## src/rtl/rom_loader_if.sv

```systemverilog
// rom_loader_if: ROM read, memory write and core-control signals of the boot loader
interface rom_loader_if;
  logic        start;
  logic [31:0] rom_address;
  logic [7:0]  rom_byte;
  logic        rom_done;
  logic [31:0] mem_addr;
  logic [31:0] mem_data;
  logic        mem_wr_en;
  logic        mem_wr_ack;
  logic        cpu_hold;
  logic        load_done;
  logic        load_error;
  modport master (
    input  start, rom_byte, rom_done, mem_wr_ack,
    output rom_address, mem_addr, mem_data, mem_wr_en, cpu_hold, load_done, load_error
  );
  modport slave (
    output start, rom_byte, rom_done, mem_wr_ack,
    input  rom_address, mem_addr, mem_data, mem_wr_en, cpu_hold, load_done, load_error
  );
endinterface

```

## src/rtl/rom_loader.sv

```systemverilog
// rom_loader: copies the byte ROM into memory as little-endian words, holding the core until done
module rom_loader #(
  parameter logic [31:0] BASE_ADDR = 32'd0,
  parameter int unsigned MAX_BYTES = 65536
) (
  input logic          clk,
  input logic          reset,
  rom_loader_if.master bus
);
  typedef enum logic [1:0] {IDLE, FETCH, WRITE, DONE} state_t;
  localparam logic [31:0] LAST = 32'(MAX_BYTES - 1);
  state_t      r_state, w_state;
  logic [31:0] r_addr, w_addr, r_buf, w_buf, w_cap, r_maddr, w_maddr, r_mdata, w_mdata;
  logic        r_last, w_last, r_err, w_err, w_lim, w_end;
  always_comb begin
    w_cap = r_buf;
    w_cap[8*r_addr[1:0] +: 8] = bus.rom_byte;
    w_lim = r_addr == LAST;
    w_end = (&r_addr[1:0]) | bus.rom_done | w_lim;
    w_state = r_state;
    w_addr = r_addr;
    w_buf = r_buf;
    w_last = r_last;
    w_err = r_err;
    w_maddr = r_maddr;
    w_mdata = r_mdata;
    if ((r_state == IDLE || r_state == DONE) && bus.start) begin
      w_state = FETCH;
      w_addr = '0;
      w_buf = '0;
      w_err = 1'b0;
    end else if (r_state == FETCH) begin
      w_buf = w_cap;
      // write port outputs are loaded only on the edge into WRITE so they stay frozen while waiting
      if (w_end) begin
        w_state = WRITE;
        w_last = bus.rom_done | w_lim;
        w_err = r_err | (w_lim & ~bus.rom_done);
        w_maddr = BASE_ADDR + {r_addr[31:2], 2'b00};
        w_mdata = w_cap;
      end else begin
        w_addr = r_addr + 32'd1;
      end
    end else if (r_state == WRITE && bus.mem_wr_ack) begin
      w_state = r_last ? DONE : FETCH;
      w_addr = r_last ? r_addr : r_addr + 32'd1;
      w_buf = r_last ? r_buf : '0;
    end
  end
  always_ff @(posedge clk) begin
    if (reset) begin
      r_state <= IDLE;
      r_addr <= '0;
      r_buf <= '0;
      r_last <= 1'b0;
      r_err <= 1'b0;
      r_maddr <= BASE_ADDR;
      r_mdata <= '0;
    end else begin
      r_state <= w_state;
      r_addr <= w_addr;
      r_buf <= w_buf;
      r_last <= w_last;
      r_err <= w_err;
      r_maddr <= w_maddr;
      r_mdata <= w_mdata;
    end
  end
  assign bus.rom_address = r_addr;
  assign bus.mem_addr = r_maddr;
  assign bus.mem_data = r_mdata;
  assign bus.mem_wr_en = r_state == WRITE;
  assign bus.cpu_hold = r_state != DONE;
  assign bus.load_done = r_state == DONE;
  assign bus.load_error = r_err;
endmodule

```

## src/flat_wrapper.sv

```systemverilog
// flat-port wrapper written by rule: the top's interface ports become plain ports
module rom_loader_flat 
#(
  parameter logic [31:0] BASE_ADDR = 32'd0,
  parameter int unsigned MAX_BYTES = 65536
)
  (clk, reset, bus_start, bus_rom_byte, bus_rom_done, bus_mem_wr_ack, bus_rom_address, bus_mem_addr, bus_mem_data, bus_mem_wr_en, bus_cpu_hold, bus_load_done, bus_load_error);
  rom_loader_if bus_i ();
  input logic clk;
  input logic reset;
  input wire logic [$bits(bus_i.start)-1:0] bus_start;
  input wire logic [$bits(bus_i.rom_byte)-1:0] bus_rom_byte;
  input wire logic [$bits(bus_i.rom_done)-1:0] bus_rom_done;
  input wire logic [$bits(bus_i.mem_wr_ack)-1:0] bus_mem_wr_ack;
  output wire logic [$bits(bus_i.rom_address)-1:0] bus_rom_address;
  output wire logic [$bits(bus_i.mem_addr)-1:0] bus_mem_addr;
  output wire logic [$bits(bus_i.mem_data)-1:0] bus_mem_data;
  output wire logic [$bits(bus_i.mem_wr_en)-1:0] bus_mem_wr_en;
  output wire logic [$bits(bus_i.cpu_hold)-1:0] bus_cpu_hold;
  output wire logic [$bits(bus_i.load_done)-1:0] bus_load_done;
  output wire logic [$bits(bus_i.load_error)-1:0] bus_load_error;
  assign bus_i.start = bus_start;
  assign bus_i.rom_byte = bus_rom_byte;
  assign bus_i.rom_done = bus_rom_done;
  assign bus_i.mem_wr_ack = bus_mem_wr_ack;
  assign bus_rom_address = bus_i.rom_address;
  assign bus_mem_addr = bus_i.mem_addr;
  assign bus_mem_data = bus_i.mem_data;
  assign bus_mem_wr_en = bus_i.mem_wr_en;
  assign bus_cpu_hold = bus_i.cpu_hold;
  assign bus_load_done = bus_i.load_done;
  assign bus_load_error = bus_i.load_error;
  rom_loader #(.BASE_ADDR(BASE_ADDR), .MAX_BYTES(MAX_BYTES)) u_core (.clk(clk), .reset(reset), .bus(bus_i));
endmodule
```

## config.mk

```make
export PLATFORM = sky130hd
export DESIGN_NAME = rom_loader_flat
export DESIGN_NICKNAME = d
export VERILOG_FILES = /design/src/rtl/rom_loader_if.sv /design/src/rtl/rom_loader.sv /design/src/flat_wrapper.sv
export SDC_FILE = /design/constraint.sdc
export NUM_CORES = 1
export LEC_CHECK = 0
export ABC_CLOCK_PERIOD_IN_PS = 2900
export BUFFER_PORTS_ARGS = -buffer_cell sky130_fd_sc_hd__buf_2
export CAP_MARGIN = 10
export CORE_ASPECT_RATIO = 1.5
export CORE_MARGIN = 8
export CORE_UTILIZATION = 55
export CTS_CLUSTER_DIAMETER = 200
export DETAILED_ROUTE_END_ITERATION = 8
export PLACE_DENSITY = 0.85
export SLEW_MARGIN = 20
export SYNTH_ARGS = -nofsm -noshare
export SYNTH_HDL_FRONTEND = slang
export SYNTH_SLANG_ARGS = --single-unit
```

## constraint.sdc

```tcl
create_clock -name clk -period 2.9 [get_ports clk]
set_clock_uncertainty 0.1 [all_clocks]
set_input_delay 0.29 -clock clk [delete_from_list [all_inputs] [get_ports clk]]
set_output_delay 0.29 -clock clk [all_outputs]
set_load 0.02 [all_outputs]
```

; ---- Word level (Yosys, flattened, before mapping)
; Cells that the tools add are included.
[op_classes]
add_sub_neg = 2
multipliers = 0
div = 0
magnitude_cmp = 0
n_eq_ne = 9
n_shift = 2
mux = 13
n_bitwise = 7
reduce_logical = 14
[ops]
columns = cell, n
row1 = $mux 32, 7
row2 = $neg 5->34, 1
row3 = $shift 8x34->32 const A, 1
row4 = $shiftx 8x34->32, 1
row5 = $add 32x1->32 const B, 1
row6 = $bwmux 32, 1
row7 = $eq 32x16->1 const B, 1
row8 = $reduce_and 2->1, 5
row9 = $mux 2, 4
row10 = $ne 2x2->1 const B, 3
row11 = $reduce_and 3->1, 2
row12 = $eq 2x2->1 const B, 2
row13 = $or 1x1->1, 4
row14 = $ne 3x1->1 const B, 1
row15 = $reduce_bool 3->1, 1
row16 = $eq 2x1->1 const B, 1
row17 = $logic_and 1x1->1, 2
row18 = $logic_not 2->1, 1
row19 = $ne 2x1->1 const B, 1
row20 = $not 1->1, 2
row21 = $reduce_bool 2->1, 1
row22 = $reduce_or 2->1, 1
row23 = $and 1x1->1, 1
row24 = $logic_or 1x1->1, 1
row25 = $mux 1, 1
[word_totals]
regBits = 130
latch_bits = 0
ramBits = 0
romBits = 0
output_inout_bits = 100
mem_count = 0

; ---- Logic depth before layout (Yosys ltp)
; Gate-level depths: netlist of run 1.
[logic_depth]
word_depth = 6
ltp_mapped = 9

; ---- Least setup slack after synthesis of run 1
; No wires, ideal clock.
[synth_path]
path_kind = register -> register
start = reg u_core.r_addr[0], in the netlist u_core.bus.rom_address[0]
end = reg u_core.r_mdata[29], in the netlist u_core.bus.mem_data[29]
setup_time_ps = 70
t_arrival_ps = 2137
required_time_ps = 2730
path_slack_ps = 593
stages_incl_launch_ff = 9
path_buffers = 2
synth_period_minus_slack_ps = 2307
cell_sequence = dfxtp_1 clkbuf_1 inv_1 ha_1 nor4bb_1 clkbuf_1 a22o_1 nand2_1 a21oi_1
[synth_via]
elab_chain_cells = 4
[synth_rtl]
columns = element, line
row1 = "start, declared", rom_loader.sv:13  ; logic [31:0] r_addr, w_addr, r_buf, w_buf, w_cap, r_maddr, w_maddr, r_mdata, w_mdata;
row2 = "start signal, assigned", rom_loader.sv:61  ; r_addr <= w_addr;
row3 = branches (longest 4 deep; another with $neg 5->34), n/a
row4 = "end signal, assigned", rom_loader.sv:66  ; r_mdata <= w_mdata;
row5 = "end, declared", rom_loader.sv:13
; Parallel ways; which one is timed is not known.
; A chain may end at the register's enable or synchronous reset.

; ---- Worst setup path after layout of run 1
[layout_path]
start = reg u_core.r_addr[0], in the netlist u_core.bus.rom_address[0]
end = reg u_core.r_addr[19], in the netlist u_core.bus.rom_address[19]
[layout_via]
elab_chain_cells = 5
[layout_rtl]
columns = element
row1 = branches (longest 5 deep; another with $add 32x1->32)
; Parallel ways; which one is timed is not known. The select of a mux whose other input is x is not followed.

==> impl_results.md, run 1 <==
* Run status: completed
* Critical Path RT at about 3.1 ns
* Synth Register Bits at 130
* Postcts setup bufs at 0
* Core Footprint at approximately 0.010 sq mm
* Post-route setup slack at roughly 0.29 ns
* Cells after synthesis at about 670
* CTS tree: built
* CP endpoint kind: flop
* Worst R2R Path Depth at 6
* WL per Instance at approximately 17 microns
* Setup Viol. Count Final at 0
* FMAX at ~380 MHz
* Antenna Nets Post-Route at 0
* Number of buffers created by CTS at 17
* Reg-to-reg slack, setup at ~0.29 ns
* Design area at a little under 0.007 sq mm
* Non-filler cells, final at approximately 900
* Post-synth EDFFs at 0
* Via count at approximately 5400
* Final slew viol count at 0
* Pin count of the biggest net entering global routing at 66
* Synth unique cells at 55
* # clock sinks at between 100 and 150
* Leakage power at around 0.0027 uW
* RSZ-0062 raised after global routing: false
* ANT cells at 0
* DP Worst Slack at about 0.35 ns
* Fin crit period at approximately 2.6 ns
* R2R Path End: u_core.bus.rom_address[19]
* Pwr dens at 622 mW/mm^2
* First-pass DRT Iterations at 5
* Worst Hold Class: input port to flop
* WHS Endpoint: u_core.bus.load_error
* Antenna violations before repair at 0
* WL final at 15.1 mm
* Placed cell area at a little over 0.006 sq mm
* Final Hold Vio Count at 0
* Worst-margin pin slew at approximately 0.71 ns
* Die area at between 0.01 and 0.015 sq mm
* Fin nets at 787
* # resized after CTS at 0
* Layout area overhead at 21.2%
* Clock-pin slew on the worst setup and hold paths at roughly 0.050 ns
* Die height at approximately 140 microns
* Main synth FF type: dfxtp_1
* WHS Path Cells at 3
* Top cells by area, synth: dfxtp_1, nand2_1, a21oi_1, a22oi_1, a22o_1
* Critical Path Source Type: flop
* Number of global-route vias before repair at approximately 5200
* Syn. warnings at 0
* Clock Tree Buf Depth at 2
* Sequential area share after synthesis at 46.9%
* Max IR drop VDD at just over 0.5 mV
* Crit path max fanout at 17
* Slew headroom at between 50 and 60%
* Hold Startpoint: bus_rom_done
* Maxcap violations at 0
* Dominant cell type by area after synthesis: dfxtp_1
* Io pins at 113
* RR Startpoint: u_core.bus.rom_address[0]
* Crit Path Class: flop to flop
* Avg Inst Size Synth at ~8.2 sq um
* DRC errors left at 0
* Starting Density at 55.6%
* Synth top area share at between 40 and 50%
* Tcrit/Tclk final at 90.0%
* Die width at around 100 microns
* H-Tree Depth at 4
* Number of core rows at 45
* DR vias/cell at between 6 and 7
* Layout cells sized above 1 at about a fifth
* Hold-fix buffers, CTS at 0
* Initial DRC Count at between 300 and 400
* CP arrival at between 2 and 3 ns
* Root buf cell: clkbuf_16
* IO buf count at 110
* GRT overflow at 0
* GPL Wtd Cong at approximately 0.84
* Worst-Skew Late Latency at between 0.4 and 0.5 ns
* GR Util All Layers at between 20% and 30%
* Sum of negative setup slack at 0 ns
* Cell Area, Synth at 0.00555 sq mm
* First-pass GRT wire length at around 25 mm
* Asr flop ratio synth at 0%
* HPWL reported at the end of detailed placement at approximately 10 mm
* Post-Place Cells at between 800 and 900
[layout by cell type, fill, tap and decap left out, types with 2 or more instances in the layout]
master / synthesis / layout
o211ai_1: 5 / 5
clkinv_2: 0 / 3
a22o_1: 24 / 24
mux2i_1: 2 / 2
nor2b_1: 2 / 2
and4_1: 3 / 3
nand2b_1: 5 / 4
inv_1: 28 / 28
clkbuf_8: 0 / 2
dfxtp_1: 130 / 130
o31ai_1: 9 / 9
nor3_1: 3 / 3
nand3_1: 9 / 9
nor2_1: 45 / 45
conb_1: 1 / 2
ha_1: 9 / 9
buf_4: 2 / 15
or3_1: 5 / 5
a22oi_1: 32 / 32
xor2_1: 3 / 3
o21ai_0: 10 / 10
nand4_1: 6 / 6
xnor2_1: 5 / 5
nand2_1: 145 / 145
and3_1: 3 / 3
clkinvlp_4: 0 / 4
o32ai_1: 8 / 8
nor4_1: 8 / 8
clkinv_4: 0 / 4
a21oi_1: 81 / 81
buf_2: 2 / 110
nor4bb_1: 2 / 2
clkbuf_16: 0 / 17
or4_1: 12 / 12
nand4bb_1: 2 / 2
[how the worst max path moves through the flow]
stage	from	to	slack (ns)	depth (start not counted)
after floorplan	u_core.bus.rom_address[0]	u_core.bus.mem_data[29]	0.59	8
after global placement	u_core.r_state[1]	u_core.bus.rom_address[18]	0.39	7
after detailed placement	u_core.r_state[1]	u_core.bus.rom_address[18]	0.35	7
after CTS	u_core.bus.rom_address[0]	u_core.bus.rom_address[19]	0.32	6
after global routing	u_core.bus.rom_address[0]	u_core.bus.rom_address[19]	0.08	6
final	u_core.bus.rom_address[0]	u_core.bus.rom_address[19]	0.29	6
[synthesized netlist by cell type, types with 3 or more instances]
cell type and n:
nand2_1 145, dfxtp_1 130, a21oi_1 81, nor2_1 45
clkbuf_1 42, a22oi_1 32, inv_1 28, a22o_1 24
or4_1 12, o21ai_0 10, ha_1 9, nand3_1 9
o31ai_1 9, nor4_1 8, o32ai_1 8, buf_1 7
nand4_1 6, nand2b_1 5, o211ai_1 5, or3_1 5
xnor2_1 5, and3_1 3, and4_1 3, nor3_1 3
xor2_1 3
[stage by stage]
| step | total power [uW] | hold WS (ns) | util [%] |
|---|---|---|---|
| 2_1_floorplan | 2100 | 0.375 | - |
| 4_1_cts | 4210 | 0.152 | 67.4 |
| 3_3_place_gp | 2190 | 0.338 | 61.7 |
| 3_5_place_dp | 2210 | 0.344 | 61.7 |
| 5_1_grt | 4310 | 0.174 | 67.4 |
| 6_report | 4180 | 0.161 | 67.4 |
[cell type report]
class                      count  area (sq um)
fill                         805          3250
clock inverter                12           110
clock buffer                  20           457
inverter                      28           105
multi-input combinational    463          2640
sequential                   130          2600
timing repair buffer         125           663
tap                          117           146
[kinds of logic after synthesis]
group | after synthesis | synth area share (%)
compound gates | 181 | 21.3
xor+xnor | 8 | 1.26
fa+ha+maj | 9 | 2.03
buf+inv | 82 | 5.87
flops | 130 | 46.9
mux | 2 | 0.361
other cells | 1 | 0.0676
simple gates | 261 | 22.2
[state kept, by name (all words and copies together) (netlist names)]
name	count
u_core.bus.load_error	1
u_core.r_last	1
u_core.bus.rom_address	32
u_core.r_buf	32
u_core.bus.mem_data	32
u_core.r_state	2
u_core.bus.mem_addr	30
[critical path, cell delays in order (launching register included)]
cell and delay [ns]:
dfxtp_1 0.47, ha_1 0.39, nor3b_1 0.40, o211ai_1 0.26, buf_4 0.24, or4_1 0.51, a21oi_1 0.15
[power by group]
part | total (uW) | leakage (uW) | switching, uW | internal [uW]
Clock | 2010 | 0.000268 | 788 | 1220
Combinational | 351 | 0.00136 | 255 | 96.4
Sequential | 1820 | 0.00105 | 17.3 | 1810
[per-layer routing]
layer	share of wire (%)	vias to the layer above	GRT usage (%)
met5	0	-	0
met4	3.2	0	11.8
met3	6.9	41	7.04
met2	53	221	40.7
met1	37	2569	22.0
li1	-	2543	-
No activity file was read; power rests on OpenSTA's default activity.
==> inputs of run 2 (changes only) <==
- CORE_ASPECT_RATIO: 1.5 -> not set
- CORE_UTILIZATION: 55 -> 45
- PLACE_DENSITY: 0.85 -> 0.72
==> run 2 against run 1 <==
Clock power increased by 11%; cell count increased by 3.0%; maximum frequency increased by 5.4%; count of clock-buffer cells in the layout decreased by 1; critical endpoint is now u_core.bus.rom_address[31]; sequential cell count unchanged; global-route usage decreased by 3.2 points; sequential power about the same; die area increased by 18%; sequential share of layout area decreased by 0.56 points; hold slack got worse by 0.14 ns; largest power group unchanged; combinational power increased by 4%.
==> impl_results.md, run 2 (synthesis gave the netlist of run 1 again) <==
* DRC errors left at 0
* Antenna Nets Post-Route at 0
* Run status: completed
* Max IR drop VDD at between 0.3 and 0.4 mV
* Sw frac at about a quarter
* Most frequent cells in the layout: nand2_1, dfxtp_1, buf_2, a21oi_1, nor2_1
* CP endpoint kind: flop
* Worst-margin pin slew at between 0.7 and 0.8 ns
* HPWL reported at the end of detailed placement at 10.8 mm
* Hold-fix buffers, CTS at 0
* P_sw at between 1000 and 1500 uW
* Die area at 0.0161 sq mm
* DR top layer: met4
* CTS tree: built
* DR vias/cell at approximately 5.7
* GPL Wtd Cong at approximately 0.84
* Crit path cell chain: ha_1, nor3b_1, o2111ai_2, or4_1, a21oi_1
* Leakage power at 0.00270 uW
* Starting Density at 46.2%
* Design area at about 0.007 sq mm
* Worst-Skew Late Latency at 0.42 ns
* Max stage delay on crit path at ~0.56 ns
* Fin crit period at roughly 2.5 ns
* Layout cells sized above 1 at between 20% and 30%
* Via count at roughly 5200
* Antenna violations before repair at 0
* Critical Path RT at 3.14 ns
* H-Tree Depth at 4
* IO buf count at between 100 and 150
* M1 wire length at ~6.7 mm
* WL final at between 15 and 20 mm
* Postcts setup bufs at 0
* FMAX at 404 MHz
* Slowest CP cell: or4_1
* Placed cell area at approximately 0.0062 sq mm
* Combinational share of power at 8.3%
* Routed wl met3 at around 1.0 mm
* Io pins at between 100 and 150
* Clock Power Share at roughly half
* Commonest non-fill, non-tap cell in the layout: nand2_1
* First-pass GRT wire length at 25.2 mm
* Crit path max fanout at 14
* Internal power at ~3300 uW
* Clock-pin slew on the worst setup and hold paths at roughly 0.060 ns
* Setup Viol. Count Final at 0
* Root buf cell: clkbuf_16
* GRT overflow at 0
* Number of global-route vias before repair at around 5100
* RSZ-0062 raised after global routing: false
* # resized after CTS at 0
* Critical Path Source Type: flop
* Core Footprint at approximately 0.012 sq mm
* Tcrit/Tclk final at between 80% and 90%
* Initial DRC Count at about 440
* GR Util All Layers at 19.2%
* Sequential fraction of design power at around two fifths
* Layout area overhead at 23.0%
* Die width at about 130 microns
* Clock Tree Buf Depth at 2
* ANT cells at 0
* Maxcap violations at 0
* Number of buffers created by CTS at 17
* Die height at 127 microns
* First-pass DRT Iterations at 5
* Pin count of the biggest net entering global routing at 64
* Slew headroom at between 50% and 60%
* Crit Path Class: flop to flop
* Number of core rows at 40
* # clock sinks at between 100 and 150
* Worst Hold Class: input port to flop
* Wire length on met2 at about 7.3 mm
* CP arrival at around 2.7 ns
* WL per Instance at 16.9 microns
* Fin nets at between 700 and 800
* Pwr dens at 647 mW/mm^2
* Final slew viol count at 0
* Final Hold Vio Count at 0
* Sum of negative setup slack at 0 ns
-- run 2: changes by cell type in the layout (fill, tap and decap cells not counted), moves of 2 or more --
cell,delta
inv_6,+2
buf_12,+2
buf_4,-5
bufinv_16,+2
clkinv_2,-3
-- run 2: final timing paths --
kind                                start                          to  slack (ns)  cells after the start
setup / recovery        u_core.r_state[0]  u_core.bus.rom_address[31]        0.42                      5
hold / removal                      reset           u_core.r_state[0]        0.02                      2
setup reg to reg        u_core.r_state[0]  u_core.bus.rom_address[31]        0.42                      5
hold reg to reg   u_core.bus.mem_data[11]     u_core.bus.mem_data[11]        0.35                      2
-- run 2: final cells by class --
| type | instances | area, sq um |
|---|---|---|
| clock buffer | 19 | 443 |
| clock inverter | 13 | 176 |
| fill | 1116 | 5190 |
| inverter | 28 | 105 |
| multi-input combinational | 463 | 2640 |
| sequential | 130 | 2600 |
| tap | 147 | 184 |
| timing repair buffer | 122 | 666 |
-- run 2: critical path: cells and delay by family, from the launching register on --
family	cells	cell delay (ns)
AOI/OAI and AO/OA	2	0.50
adders and majority gates	1	0.34
and+or+nand+nor	2	1.08
DFF	1	0.39
-- run 2: power by group through the flow --
stage | logic, uW | registers, uW | clock network, uW
final | 365 | 1820 | 2230
after global routing | 399 | 1820 | 2330
after CTS | 362 | 1820 | 2250
after detailed placement | 362 | 1860 | 0
after global placement | 351 | 1860 | 0
after floorplan | 237 | 1870 | 0
-- run 2: metrics by stage --
stage	worst slack, ns	hold slack [ns]	instances	util, %	total power, uW
CTS	0.306	0.00102	922	56.7	4430
detailed placement	0.344	0.344	890	51.6	2220
global placement	0.486	0.339	890	51.6	2210
finish	0.424	0.0194	922	56.8	4410
global route	0.162	0.0335	922	56.8	4550
floorplan	0.593	0.375	675	-	2100
-- run 2: layer usage --
| metal | up-vias | GRT usage [%] |
|---|---|---|
| li1 | 2542 | - |
| met5 | - | 0 |
| met4 | 0 | 9.17 |
| met1 | 2451 | 22.9 |
| met2 | 179 | 31.3 |
| met3 | 46 | 5.37 |
